===== src/rtl/rgb_pwm_generator.sv =====
// rgb_pwm_generator
// Three-channel PWM generator for the RGB LED. Each channel takes a percent
// duty command (0..100; larger values clamp to 100). A period is
// 100*STEP_CYCLES clocks long. New duty triples are loaded through a
// valid/ready handshake and take effect only at period boundaries.
//
// Ports:
//   clock         system clock
//   reset         synchronous, active-low reset
//   enable        1 = generate PWM, 0 = idle with outputs low
//   duty_valid    a new duty triple is offered
//   duty_ready    a triple can be accepted (no update pending), registered
//   red_duty      red duty, percent
//   green_duty    green duty, percent
//   blue_duty     blue duty, percent
//   pwm_red       red PWM output, registered
//   pwm_green     green PWM output, registered
//   pwm_blue      blue PWM output, registered
//   period_start  one-cycle pulse on the first output cycle of each period
module rgb_pwm_generator #(
  parameter int unsigned STEP_CYCLES = 1000
) (
  input  logic       clock,
  input  logic       reset,
  input  logic       enable,
  input  logic       duty_valid,
  output logic       duty_ready,
  input  logic [7:0] red_duty,
  input  logic [7:0] green_duty,
  input  logic [7:0] blue_duty,
  output logic       pwm_red,
  output logic       pwm_green,
  output logic       pwm_blue,
  output logic       period_start
);

  localparam int unsigned STEP_W     = (STEP_CYCLES > 1) ? $clog2(STEP_CYCLES) : 1;
  localparam int unsigned PHASE_W    = 7;
  localparam int unsigned DUTY_IN_W  = 8;
  localparam int unsigned PHASE_LAST = 99;
  localparam int unsigned DUTY_MAX   = 100;

  localparam logic [STEP_W-1:0]  STEP_LAST_V  = STEP_W'(STEP_CYCLES - 1);
  localparam logic [PHASE_W-1:0] PHASE_LAST_V = PHASE_W'(PHASE_LAST);

  // Clamped duty triple; 7 bits is enough because every value is <= 100.
  typedef struct packed {
    logic [PHASE_W-1:0] red;
    logic [PHASE_W-1:0] green;
    logic [PHASE_W-1:0] blue;
  } duty_t;

  typedef enum logic {
    IDLE = 1'b0,
    RUN  = 1'b1
  } state_t;

  state_t             state_q;
  state_t             state_d;
  logic [STEP_W-1:0]  step_cnt;
  logic [PHASE_W-1:0] phase;
  duty_t              active_q;
  duty_t              pending_q;
  duty_t              capture_c;
  logic               step_wrap_c;
  logic               boundary_c;
  logic               transfer_c;
  logic               apply_c;
  logic               run_c;

  // Saturate an 8-bit percent command at 100.
  function automatic logic [PHASE_W-1:0] clamp_duty(input logic [DUTY_IN_W-1:0] d);
    logic [PHASE_W-1:0] r;
    if (d > DUTY_IN_W'(DUTY_MAX)) begin
      r = PHASE_W'(DUTY_MAX);
    end else begin
      r = d[PHASE_W-1:0];
    end
    return r;
  endfunction

  // State register.
  always_ff @(posedge clock) begin
    if (!reset) begin
      state_q <= IDLE;
    end else begin
      state_q <= state_d;
    end
  end

  // Next-state logic: enable is followed immediately in both directions.
  always_comb begin
    state_d = state_q;
    case (state_q)
      IDLE:    if (enable)  state_d = RUN;
      RUN:     if (!enable) state_d = IDLE;
      default: state_d = IDLE;
    endcase
  end

  // Control decodes shared by the counter, duty and output registers.
  always_comb begin
    run_c       = (state_q == RUN);
    step_wrap_c = (step_cnt == STEP_LAST_V);
    boundary_c  = run_c && step_wrap_c && (phase == PHASE_LAST_V);
    transfer_c  = duty_valid && duty_ready;
    // Idle applies a pending update right away; running waits for the boundary.
    apply_c     = !duty_ready && (run_c ? boundary_c : 1'b1);
    capture_c.red   = clamp_duty(red_duty);
    capture_c.green = clamp_duty(green_duty);
    capture_c.blue  = clamp_duty(blue_duty);
  end

  // Step and phase counters; held at zero outside RUN and cleared on leaving it.
  always_ff @(posedge clock) begin
    if (!reset) begin
      step_cnt <= '0;
      phase    <= '0;
    end else if (!run_c || (state_d != RUN)) begin
      step_cnt <= '0;
      phase    <= '0;
    end else if (step_wrap_c) begin
      step_cnt <= '0;
      if (phase == PHASE_LAST_V) begin
        phase <= '0;
      end else begin
        phase <= phase + PHASE_W'(1);
      end
    end else begin
      step_cnt <= step_cnt + STEP_W'(1);
    end
  end

  // Duty staging: a transfer fills pending, an apply moves it to active.
  // transfer_c needs duty_ready=1 and apply_c needs duty_ready=0, so they
  // never coincide; a transfer on the boundary cycle waits a full period.
  always_ff @(posedge clock) begin
    if (!reset) begin
      active_q   <= '0;
      pending_q  <= '0;
      duty_ready <= 1'b1;
    end else begin
      if (apply_c) begin
        active_q <= pending_q;
      end
      if (transfer_c) begin
        pending_q  <= capture_c;
        duty_ready <= 1'b0;
      end else if (apply_c) begin
        duty_ready <= 1'b1;
      end
    end
  end

  // Output compare; outputs lag the counters by one cycle.
  always_ff @(posedge clock) begin
    if (!reset) begin
      pwm_red      <= 1'b0;
      pwm_green    <= 1'b0;
      pwm_blue     <= 1'b0;
      period_start <= 1'b0;
    end else begin
      pwm_red      <= run_c && (phase < active_q.red);
      pwm_green    <= run_c && (phase < active_q.green);
      pwm_blue     <= run_c && (phase < active_q.blue);
      period_start <= run_c && (step_cnt == '0) && (phase == '0);
    end
  end

endmodule


===== config.mk =====
export PLATFORM = sky130hd
export DESIGN_NAME = rgb_pwm_generator
export DESIGN_NICKNAME = d
export VERILOG_FILES = /design/src/rtl/rgb_pwm_generator.sv
export SDC_FILE = /design/constraint.sdc
export NUM_CORES = 1
export LEC_CHECK = 0
export ABC_AREA = 1
export CAP_MARGIN = 30
export CORE_MARGIN = 10
export CORE_UTILIZATION = 30
export CTS_CLUSTER_DIAMETER = 80
export CTS_CLUSTER_SIZE = 28
export DETAILED_ROUTE_END_ITERATION = 16
export SYNTH_ARGS = -nofsm -noshare
export SYNTH_HDL_FRONTEND = slang
export SYNTH_SLANG_ARGS = --single-unit

===== constraint.sdc =====
create_clock -name clock -period 2.15 [get_ports clock]
set_clock_uncertainty 0.15 [all_clocks]
set_input_delay 0.43 -clock clock [delete_from_list [all_inputs] [get_ports clock]]
set_output_delay 0.43 -clock clock [all_outputs]
set_load 0.05 [all_outputs]

## Word level (Yosys, flattened, before mapping)

Cells that the tools add are included.

| storage, ports and cells | value |
|---|---|
| logic and storage cells | 51 |
| input bits | 28 |
| flip-flop bits (word level) | 65 |
| output and inout bits | 5 |

| operators by class | value |
|---|---|
| muxes and demuxes | 8 |
| reductions and logical operators | 17 |
| add/sub/neg operators | 2 |
| equal/unequal tests | 2 |
| bitwise operators | 2 |
| magnitude comparators | 6 |

Operator list:

| kind | count |
|---|---|
| 7-bit two-way mux | 4 |
| 8-bit by 7-bit > comparator with 1-bit output, second input constant | 3 |
| 7-bit < comparator | 3 |
| 10-bit by 1-bit adder with 10-bit output, second input constant | 1 |
| 10-bit equality test, second input constant | 1 |
| 10-bit logical NOT | 1 |
| 1-bit logical AND | 9 |
| 7-bit by 1-bit adder with 7-bit output, second input constant | 1 |
| 7-bit equality test, second input constant | 1 |
| 7-bit logical NOT | 1 |
| 1-bit two-way mux | 4 |
| 3-bit OR reduction | 1 |
| 1-bit logical NOT | 2 |
| 1-bit NOT | 2 |
| 2-bit nonzero test | 1 |
| 2-bit OR reduction | 1 |
| 1-bit logical OR | 1 |

## Logic depth before layout (Yosys ltp)

| depth | value |
|---|---|
| depth after elaboration | 7 |
| mapped depth | 10 |
| depth with buffers taken out | 9 |

## Least setup slack after synthesis

No wires, ideal clock.

| timing path | value |
|---|---|
| kind | register -> register |
| start point | reg duty_ready |
| end point | reg pending_q[14] (netlist name) |
| slack | 434 ps |
| data required time | 1,930 ps |
| cell stages (with the launch flop) | 6 |
| buffers on the path | 1 |
| data arrival time | 1,496 ps |
| clock period less this slack | 1,716 ps |
| path through | dfxtp_1 -> nand2_1 -> clkinv_1 -> clkbuf_1 -> o21ai_0 -> a21oi_1 |

| on the way | value |
|---|---|
| longest elaborated chain between the ends | 1 |

Ends and longest elaborated chain:

| item | RTL line | source |
|---|---|---|
| from (decl) | 27 | `output logic duty_ready,` |
| from (signal assigned) | 141 | `duty_ready <= 1'b1;` |
| from (signal assigned) | 148 | `duty_ready <= 1'b0;` |
| from (signal assigned) | 150 | `duty_ready <= 1'b1;` |
| 1-bit logical AND | 106 | `transfer_c = duty_valid && duty_ready;` |
| to (signal assigned) | 147 | `pending_q <= capture_c;` |
| to (decl) | 63 | `duty_t pending_q;` |

No other way between the ends.
A chain may end at the register's enable or synchronous reset.

## Worst setup path after layout

| timing path | value |
|---|---|
| start point | reg pwm_blue |
| end point | out pwm_blue |

RTL lines:

| item | RTL line | source |
|---|---|---|
| from (decl) | 33 | `output logic pwm_blue,` |
| from (signal assigned) | 165 | `pwm_blue <= run_c && (phase < active_q.blue);` |

No word-level cell between the ends.

==> results.yml <==
status:
  status: "completed"
sta:
  setup_violations: 0
  rsz0062_at_grt: "false"
  tns_ns: 0
  fin_crit_ns: 2.07
  max_slew.worst_pin.slew_ns: 0.513
  hold_slack_ns: 0.320
  slew_headroom_pct: 65.7
  fin_ws_ns: 0.0839
  hold_viol: 0
  maxSlewViolCount: 0
  fmax_ghz: 0.484
  timing.final.crit_share_pct: 96.1
synthesis:
  synthesis.area_um2: 3310
  syn_avg_cell_area_um2: 7.27
  synth-edff-count: 0
  synthArstFlopShare_pct: 0
  synth.distinct_cells: 30
  synth_cells: 456
  yosysWarnings: 0
  ys_ff_latch: 65
  syn_nets: 506
  ys.flop_type: "dfxtp_1"
  synth-seq-area-share_pct: 39.3
place:
  place_ws_ns: 0.0842
  placed_cells: 624
  dp_hpwl_um: 5600
  gp_congestion: 0.800
  io_buffers: 32
setup_path:
  arrival_ns: 1.49
  crit_buf_inv: 1
  critPathMaxFanout: 1
  cpPeakStageDelay_ns: 0.81
  path_class: "register to output pin"
  cp_cell_sequence: "clkdlybuf4s50_1"
  critPathRequiredTime_ns: 1.57
  rr_endpoint: "active_q[2]$_SDFFE_PN0P_"
  cp_top_family: "buffers and inverters"
  end_kind: "output pin"
  ff2ff_setup_slack_ns: 0.33
  crit_slowest_cell: "clkdlybuf4s50_1"
  critPathLaunchType: "register"
  rr_worst_depth: 9
  r2r_start: "step_cnt[0]$_SDFF_PP0_"
floorplan:
  die_h_um: 125
  coreArea_um2: 10800
  top_level_ports: 33
  fp-row-count: 38
  die_width_um: 125
  die-area_um2: 15600
  start_util_pct: 30.6
pwr:
  ir_drop_v: 0.000302
  leakagePower_nw: 1.58
  p_per_area_nw_per_um2: 698
finish:
  fillerInstances: 1176
  nets: 545
  synthToLayoutAreaGrowth_pct: 22.4
  fin_cells: 640
  n_antenna_cell: 0
  post_route_cells_drive_above_1_share_pct: 6.60
job:
  cap_violations: 0
routing:
  via_count: 2910
  totalWireLength_um: 7370
  avgViaCountPerCell: 4.55
  firstDrtPassIters: 5
  drc: 0
  dr.first_iter.drc_count: 173
  drtAntennaViolNets: 0
  post_drt_wl_per_cell_um: 11.5
global_route:
  grt_pass1_wl_um: 12700
  track_usage_pct: 9.52
  overflow: 0
  grt_pass1_vias: 2864
  grt_max_degree: 34
  antenna_found_initial: 0
hold_path:
  min_to: "pending_q[12]$_SDFFE_PN0P_"
  hold_depth: 2
  min_from: "pending_q[12]$_SDFFE_PN0P_"
  hp-class: "register to register"
clocking:
  cts_root_buf: "clkbuf_8"
  cts_setup_buffers: 0
  tritoncts: "yes"
  cts_sinks: 65
  cts.clk_slew.worst_paths_ns: 0.07
  htreeDepth: 3
  cts_buffer_depth: 2
  cts_buffers: 9
  worstSkewPairLatency_ns: 0.35
## worst max-delay path by stage
stage                                 start  slack, ns  cells past startpoint                         end
finish                  pwm_blue$_SDFF_PN0_       0.08                      1                    pwm_blue
global route            pwm_blue$_SDFF_PN0_       0.04                      1                    pwm_blue
CTS                     pwm_blue$_SDFF_PN0_       0.06                      1                    pwm_blue
detailed placement                    reset       0.08                      4   pending_q[6]$_SDFFE_PN0P_
global placement                      reset       0.16                      4  pending_q[13]$_SDFFE_PN0P_
floorplan           duty_ready$_SDFFE_PN1P_       0.43                      5  pending_q[14]$_SDFFE_PN0P_
## cell usage in the layout, fill, tap and decap left out, types with 2 or more instances in the layout
cell type / count
a211oi_1: 6
a21o_1: 3
a21oi_1: 50
buf_12: 3
buf_4: 9
clkbuf_8: 11
clkdlybuf4s50_1: 31
clkinv_1: 4
dfxtp_1: 65
ha_1: 22
inv_1: 64
nand2_1: 62
nand3_1: 53
nand3b_1: 3
nand4_1: 9
nor2_1: 53
nor3_1: 9
o211ai_1: 4
o21ai_0: 16
or2_0: 2
xor2_1: 5
## cells in the mapped netlist (6+ instances only)
cell	instances	share of area, %
a21oi_1	50	7.6
clkbuf_1	8	0.91
nand2_1	62	7.0
nor2_1	53	6.0
ha_1	22	8.3
a211oi_1	6	1.4
nor3_1	9	1.4
nand3_1	53	8.0
o21ai_0	16	2.4
dfxtp_1	65	39
inv_1	64	7.3
nand4_1	9	1.7
## logic make-up (layout without fill, tap and decap cells)
logic type / after synthesis / after routing / share of synthesized area (%)
AND/OR/NAND/NOR: 198 / 198 / 26.9
flip-flops: 65 / 65 / 39.3
XOR/XNOR: 6 / 6 / 1.59
AO/OA/AOI/OAI: 81 / 81 / 13.3
buffers and inverters: 84 / 128 / 10.6
adder cells (fa/ha/maj): 22 / 22 / 8.31
## repair_timing
action                     in CTS  in global routing
setup endpoints to repair       1                  0
hold buffers                    0                  0
hold endpoints to repair        0                  0
gates resized for setup         1                  0
## registers in the layout, indices dropped and copies added (netlist names)
register      count
active_q         21
pending_q        21
step_cnt         10
phase             7
duty_ready        1
period_start      1
pwm_blue          1
pwm_green         1
pwm_red           1
run_c             1
## stage by stage
stage                     area (um^2)  util, %  total power, W
after global placement           3840     35.4         0.00175
final                            4050     37.4         0.00283
after CTS                        4050     37.4         0.00287
after floorplan                  3310        -         0.00162
after detailed placement         3840     35.4         0.00177
after global routing             4050     37.4         0.00298
## where the power goes
part / switching [W] / internal [W]
clock network: 0.000493 / 0.000606
logic: 0.000225 / 0.000188
registers: 0.0000372 / 0.00128
## routing by layer
metal / global-route usage (%) / vias to the layer above / part of all wire [%]
met5: 0 / - / 0
met4: 4.34 / 0 / 1.4
met3: 2.75 / 8 / 5.0
met2: 15.6 / 66 / 45
met1: 11.2 / 1258 / 48
li1: - / 1578 / -
## cell type report
type                       count  area (um^2)  area share, %
clock buffer                  11          151           3.73
clock inverter                 5         62.6           1.54
inverter                      68          255           6.30
multi-input combinational    307         1660           41.0
sequential                    65         1300           32.1
tap                          140          175           4.32
timing repair buffer          44          447           11.0
Note: power is estimated with default switching activity, not from simulation.
